`src/rtl/nibble_packer.sv`:
```
// nibble_packer: collects a serial bit stream LSB-first into nibbles and
// queues them in a small FIFO. A level-sensitive flush request emits a
// partially filled nibble (zero padded) and is acknowledged with a pulse.
module nibble_packer #(
  parameter int FIFO_DEPTH = 4
) (
  input  logic                          CLK,
  input  logic                          Reset,
  input  logic                          bit_in,
  input  logic                          bit_in_valid,
  output logic                          bit_in_ready,
  input  logic                          flush_req,
  output logic                          flush_ack,
  output logic [3:0]                    nib_out,
  output logic                          nib_out_valid,
  input  logic                          nib_out_ready,
  output logic [$clog2(FIFO_DEPTH):0]   fifo_level
);

  localparam int AW = $clog2(FIFO_DEPTH);
  localparam logic [AW:0] DEPTH_L = (AW+1)'(FIFO_DEPTH);

  // Accumulator state
  logic [1:0]    r_bit_cnt;
  logic [3:0]    r_acc;
  logic          r_flush_ack;

  // FIFO state
  logic [3:0]    r_mem [FIFO_DEPTH];
  logic [AW-1:0] r_wr_ptr;
  logic [AW-1:0] r_rd_ptr;
  logic [AW:0]   r_level;

  // Combinational handshake and datapath signals
  logic          w_bit_acc;
  logic          w_flush;
  logic          w_push;
  logic          w_pop;
  logic [2:0]    w_fill;
  logic [3:0]    w_acc_next;

  // Space in the FIFO gates both new bits and flushes, so a push never
  // lands on a full FIFO.
  assign bit_in_ready  = (r_level < DEPTH_L);
  assign nib_out_valid = (r_level != '0);
  assign fifo_level    = r_level;
  assign flush_ack     = r_flush_ack;

  assign w_bit_acc = bit_in_valid && bit_in_ready;
  assign w_flush   = flush_req && bit_in_ready;
  assign w_pop     = nib_out_valid && nib_out_ready;

  // Number of bits held once this cycle's accepted bit (if any) is included
  assign w_fill = {1'b0, r_bit_cnt} + {2'b00, w_bit_acc};

  // Accumulator value with this cycle's bit merged in; bits above the fill
  // point are always zero, which gives the flush padding for free.
  always_comb begin
    w_acc_next = r_acc;
    if (w_bit_acc) begin
      w_acc_next[r_bit_cnt] = bit_in;
    end
  end

  // A completed nibble and a flush in the same cycle produce a single push.
  assign w_push = (w_bit_acc && (r_bit_cnt == 2'd3)) ||
                  (w_flush && (w_fill != 3'd0));

  // Bit accumulator and counter; cleared whenever a nibble leaves or a flush runs
  always_ff @(posedge CLK) begin
    if (Reset) begin
      r_bit_cnt <= 2'd0;
      r_acc     <= 4'h0;
    end else if (w_push || w_flush) begin
      r_bit_cnt <= 2'd0;
      r_acc     <= 4'h0;
    end else if (w_bit_acc) begin
      r_bit_cnt <= r_bit_cnt + 2'd1;
      r_acc     <= w_acc_next;
    end
  end

  // Registered one-cycle acknowledge for each performed flush
  always_ff @(posedge CLK) begin
    if (Reset) begin
      r_flush_ack <= 1'b0;
    end else begin
      r_flush_ack <= w_flush;
    end
  end

  // FIFO storage; contents need no reset because the output is gated by level
  always_ff @(posedge CLK) begin
    if (w_push) begin
      r_mem[r_wr_ptr] <= w_acc_next;
    end
  end

  // FIFO pointers and occupancy; pointers wrap naturally at the power-of-two depth
  always_ff @(posedge CLK) begin
    if (Reset) begin
      r_wr_ptr <= '0;
      r_rd_ptr <= '0;
      r_level  <= '0;
    end else begin
      if (w_push) begin
        r_wr_ptr <= r_wr_ptr + AW'(1);
      end
      if (w_pop) begin
        r_rd_ptr <= r_rd_ptr + AW'(1);
      end
      case ({w_push, w_pop})
        2'b10:   r_level <= r_level + (AW+1)'(1);
        2'b01:   r_level <= r_level - (AW+1)'(1);
        default: r_level <= r_level;
      endcase
    end
  end

  // Head of FIFO, forced to zero when nothing is stored
  assign nib_out = nib_out_valid ? r_mem[r_rd_ptr] : 4'h0;

endmodule

```
`config.mk`:
```
export PLATFORM = sky130hd
export DESIGN_NAME = nibble_packer
export DESIGN_NICKNAME = d
export VERILOG_FILES = /design/src/rtl/nibble_packer.sv
export SDC_FILE = /design/constraint.sdc
export NUM_CORES = 1
export LEC_CHECK = 0
export ABC_AREA = 1
export CELL_PAD_IN_SITES_DETAIL_PLACEMENT = 1
export CELL_PAD_IN_SITES_GLOBAL_PLACEMENT = 1
export CORE_MARGIN = 1.5
export CORE_UTILIZATION = 35
export CTS_CLUSTER_DIAMETER = 60
export DETAILED_ROUTE_END_ITERATION = 16
export DONT_BUFFER_PORTS = 1
export PLACE_DENSITY_LB_ADDON = 0.1
export SETUP_SLACK_MARGIN = 0.02
export SYNTH_ARGS = -nofsm -noshare
export SYNTH_HDL_FRONTEND = slang
export SYNTH_SLANG_ARGS = --single-unit
```
`constraint.sdc`:
```
create_clock -name CLK -period 3.3 [get_ports CLK]
set_clock_uncertainty 0.05 [all_clocks]
set_input_delay 0.495 -clock CLK [delete_from_list [all_inputs] [get_ports CLK]]
set_output_delay 0.495 -clock CLK [all_outputs]
set_load 0.01 [all_outputs]
```
# Yosys cells after proc, flatten, opt, wreduce, memory -nomap -nowiden
# Memories as Yosys holds them, arrays and structs flattened. A register that Yosys moved wholly into a read port is not among the register bits.
# Index checks and enable logic that the tools add are counted.
[word_totals]
ff_bits = 14
ram_bits = 16
elab_cells = 41
memories = 1
[memory_table]
columns = ["name", "depth", "width", "rd", "rd_clocked_by_memory_dff", "wr", "line_no", "text"]
rows = [
  ["r_mem", 4, 4, 1, 1, 1, "29", "logic [3:0] r_mem [FIFO_DEPTH];"],
]
[classes]
addsub = 6
magnitude_cmp = 3
n_eq_ne = 3
mux = 10
n_reduce_logical = 12
[ops]
columns = ["op", "count"]
rows = [
  ["4-bit two-way mux", 2],
  ["2-bit by 1-bit adder with 2-bit output, second input constant", 3],
  ["1-bit logical AND", 6],
  ["3-bit case mux with 2 select lines", 1],
  ["3-bit nonzero test", 2],
  ["4-bit bitwise mux", 1],
  ["2-bit equality test, second input constant", 2],
  ["2-bit two-way mux", 2],
  ["2-bit by 1-bit adder with 3-bit output", 1],
  ["3-bit by 1-bit adder with 3-bit output, second input constant", 1],
  ["2-bit by 3-bit less-than comparator with 1-bit output, second input constant", 1],
  ["3-bit less-than comparator, second input constant", 1],
  ["1-bit two-way mux", 3],
  ["3-bit by 1-bit subtractor with 3-bit output, second input constant", 1],
  ["1-bit demux with 2-bit select", 1],
  ["2-bit by 1-bit equality test with 1-bit output, second input constant", 1],
  ["2-bit by 1-bit >= comparator with 1-bit output, second input constant", 1],
  ["1-bit logical OR", 2],
  ["2-bit nonzero test", 1],
  ["2-bit OR reduction", 1],
]

# Logic depth before layout (Yosys ltp)
[depth]
depth_word = 8
depth_mapped = 14

# Least setup slack after synthesis
# No wires, ideal clock.
[synth_path]
path_kind = "input to register"
from = "input port bit_in_valid"
to = "register r_level[2], in the netlist fifo_level[2]"
arrival_time_ns = 2.317
path_slack_ns = 0.810
cell_stages = 13
cell_sequence = "nand2_4 > nor2_1 > ha_1 > nor2_1 > nand3_2 > a21oi_4 > ha_1 > inv_1 > fa_1 > a21oi_1 > o21ai_0 > o21ai_0 > a21oi_1"
[synth_between]
elab_chain_cells = 7
[synth_lines]
columns = ["element", "line_no", "text"]
rows = [
  ["start: declaration", "10", "input logic bit_in_valid,"],
  ["1-bit logical AND *", "49", "assign w_bit_acc = bit_in_valid && bit_in_ready;"],
  ["2-bit by 1-bit adder with 3-bit output", "54", "assign w_fill = {1'b0, r_bit_cnt} + {2'b00, w_bit_acc};"],
  ["3-bit nonzero test", "67", "(w_flush && (w_fill != 3'd0));"],
  ["1-bit logical AND", "67", ""],
  ["1-bit logical OR *", "66", "assign w_push = (w_bit_acc && (r_bit_cnt == 2'd3)) ||"],
  ["2-bit by 1-bit equality test with 1-bit output / 2-bit equality test (equally long branches)", "112", "case ({w_push, w_pop})"],
  ["3-bit case mux with 2 select lines / 2-bit nonzero test (equally long branches)", "n/a", ""],
  ["end signal: assignment", "113", "2'b10: r_level <= r_level + (AW+1)'(1);"],
  ["end signal: assignment", "114", "2'b01: r_level <= r_level - (AW+1)'(1);"],
  ["end signal: assignment", "115", "default: r_level <= r_level;"],
  ["end: declaration", "32", "logic [AW:0] r_level;"],
]
# Mark *: on every way between the ends. The rest lies on a longest branch, timed or not.
# A chain may end at the register's enable or synchronous reset.

# Worst setup path in the final report
[layout_path]
from = "register r_level[2], in the netlist fifo_level[2]"
to = "register r_level[2], in the netlist fifo_level[2]"
[layout_between]
elab_chain_cells = 8
[layout_lines]
columns = ["element", "line_no", "text"]
rows = [
  ["3-bit less-than comparator *", "44", "assign bit_in_ready = (r_level < DEPTH_L);"],
  ["named net bit_in_ready", "11", "output logic bit_in_ready,"],
  ["1-bit logical AND", "49", ""],
  ["2-bit by 1-bit adder with 3-bit output", "54", ""],
  ["3-bit nonzero test", "67", ""],
  ["1-bit logical AND", "67", ""],
  ["1-bit logical OR *", "66", ""],
  ["2-bit by 1-bit equality test with 1-bit output / 2-bit equality test (equally long branches)", "112", ""],
  ["3-bit case mux with 2 select lines / 2-bit nonzero test (equally long branches)", "n/a", ""],
]
# Mark *: on every way through the listed nets, which the timed path passes. The rest lies on a longest branch.

==> run summary <==
Post-CTS Repair Setup Buffers: 0
Count leader, synth: nor2_1
Ports: 16
Number of fillers in the final layout: 522
GRT Util Overall: 14.7%
Row count: 24
Post-Syn Nets: 182
DR iter-0 viols: 22
Num CTS Buffers: 5
Final Power: 1.20 mW
Final Util: 39.4%
Fmax: 0.366 GHz
Met1 Routed Length: 1.38 mm
Hold Violations, Final: 0
Critical Path End Type: register
Synth cell count leaders: 30 x nor2_1, 28 x inv_1, 17 x a21oi_1, 16 x dfxtp_1, 16 x edfxtp_1
Max incr delay on CP: 0.39 ns
Worst slack at placement: 0.536 ns
CTS tree: done
Slowest cell on crit path: fa_1
DR WL met2: 1.52 mm
Ys flop type: edfxtp_1
Metal3 WL: 133 um
Clock root cell: clkbuf_8
Routed vias: 1069
GP Congestion: 0.891
Async set-reset flop share out of synthesis: 0%
Synth area leaders: edfxtp_1 31%, dfxtp_1 21%, ha_1 8.0%
Core Box Area: 4320 um2
DP HPWL: 2.48 mm
Ratio of cells with drive above 1 in the final layout: 14.5%
Routed Antenna Nets: 0
Worst-path fanout max: 10
Leakage: 0.700 nW
Clock slew at reported path FFs: 0.06 ns
Power Density: 704 nW/um2
Clk pwr share: 24.1%
Worst setup margin: 0.568 ns
Worst Path Required: 3.42 ns
First-pass GRT wire length: 5.33 mm
IO Port Bufs: 0
Status: finished, final reports clean
Final setup fails: 0
Max VDD drop: 0.213 mV
Avg Cell Area, Syn: 9.46 um2
Finished Layout Cells: 224
P_int: 0.740 mW
TritonRoute pass-1 iters: 3
Htree depth: 2
Pin count of the biggest net entering global routing: 11
Sequential share of the synthesized area: 51.3%
Switching share of power: 38.2%
Sequential share of power: 44.8%
Yosys cell types: 22
Cell Area, Synth: 1560 um2
GR Overflow Total: 0
Final worst-path cycle share: 82.8%
Comb pwr share: 31.1%
CP arrival: 2.86 ns
NumNets Final: 188
Die area: 4870 um2
Slew margin rel.: 72.5%
Critical path type: reg -> reg
Yosys warnings: 0
Initial Util: 36.1%
Post-synth EDFFs: 16
Top cell type's share of synthesized area: 30.8%
CTS Buffer Depth: 2
Register Area: 801 um2
Layout area overhead: 9.05%
Hold crit path type: in -> reg
Min Tclk post-route: 2.73 ns
Slew Limit Fails: 0
Clock sink count: 32
Footprint of the multi-input gates: 629 um2
Crit path launch type: register
Hold WS: 0.221 ns
Post-Synthesis Cells: 165
Setup_tns: 0 ns
Initial antenna violation count: 0
Register-to-register setup slack: 0.57 ns
Max-cap violations: 0
Cell area after layout: 1700 um2
Clk_lat worst skew: 0.29 ns
FF+latch count, synth: 32
RSZ-0062 raised after global routing: false
Routed WL: 3.10 mm
Vias in the first global route: 1117
DRC: 0
Die height: 69.8 um
Dpl cells: 216
Cell accounting for the most synthesized area: edfxtp_1
Vias per inst: 4.77
Uppermost layer routed: met4
Post-CTS Resized: 0
Die width: 69.8 um
CTS hold repair buffers: 0
Actual slew at the worst max-slew pin: 0.411 ns
Crit path cell chain: inv_2, nand2_4, nor2_1, ha_1, nor2_1, nand3_2, a21oi_4, ha_1, inv_1, fa_1, a21oi_1, o21ai_0, o21ai_0, a21oi_1
Post-DR wirelength/cell: 13.8 um
NetSw: 0.458 mW
Dpl cell area: 1620 um2
ANT cells: 0
## worst max-delay path: cells and delay by family (launching register included)
kind	cells	cell delay (ns)
AO/OA/AOI/OAI	5	0.69
flip-flops	1	0.35
adder cells (fa/ha/maj)	3	0.79
AND/OR/NAND/NOR	4	0.51
buffers and inverters	2	0.24
## final cells by class
type | instances | share of cell area [%]
clock buffer | 7 | 4.48
clock inverter | 1 | 0.294
inverter | 33 | 7.42
multi-input combinational | 99 | 37.0
sequential | 32 | 47.0
tap | 52 | 3.82
## worst paths after layout
check,cells past startpoint,start,to
min,1,Reset,flush_ack$_SDFF_PP0_
max reg2reg,14,fifo_level[2]$_SDFFE_PP0P_,fifo_level[2]$_SDFFE_PP0P_
min reg2reg,2,r_rd_ptr[1]$_SDFFE_PP0P_,r_rd_ptr[1]$_SDFFE_PP0P_
max,14,fifo_level[2]$_SDFFE_PP0P_,fifo_level[2]$_SDFFE_PP0P_
## cell families after synthesis
| group | Yosys count | share of synthesized area (%) |
|---|---|---|
| simple gates | 50 | 15.7 |
| compound gates | 38 | 15.3 |
| buf+inv | 34 | 8.41 |
| flops | 32 | 51.3 |
| fa+ha+maj | 11 | 9.29 |
## flip-flops by register name, summed over array words and instances (netlist names), named ones only
register and cells:
fifo_level 3, flush_ack 1, r_acc 4, r_bit_cnt 2, r_mem 16, r_rd_ptr 2, r_wr_ptr 2
## cell usage in the layout (no fill, tap or decap), types with 2 or more instances in the layout
cell type  count
nor2_1        30
a21oi_1       17
a211oi_2       4
o21ai_0       12
inv_1         28
ha_1          10
o21bai_1       3
inv_2          4
nand2_1        7
clkbuf_8       5
clkbuf_1       2
nand2_4        3
nand3_1        4
nand2_2        3
edfxtp_1      16
dfxtp_1       16
## power by group through the flow
stage               registers (mW)  clock network [mW]  logic (mW)
floorplan                    0.525                   0       0.310
global placement             0.543                   0       0.361
detailed placement           0.546                   0       0.380
CTS                          0.537               0.298       0.382
global route                 0.546               0.311       0.437
finish                       0.536               0.289       0.373
## metal layers
layer / GRT usage, % / vias up
met1: 16.6 / 500
met3: 5.52 / 6
li1: - / 545
met5: 0 / -
met4: 8.76 / 0
met2: 23.4 / 18
(Power assumes the default switching activity.)
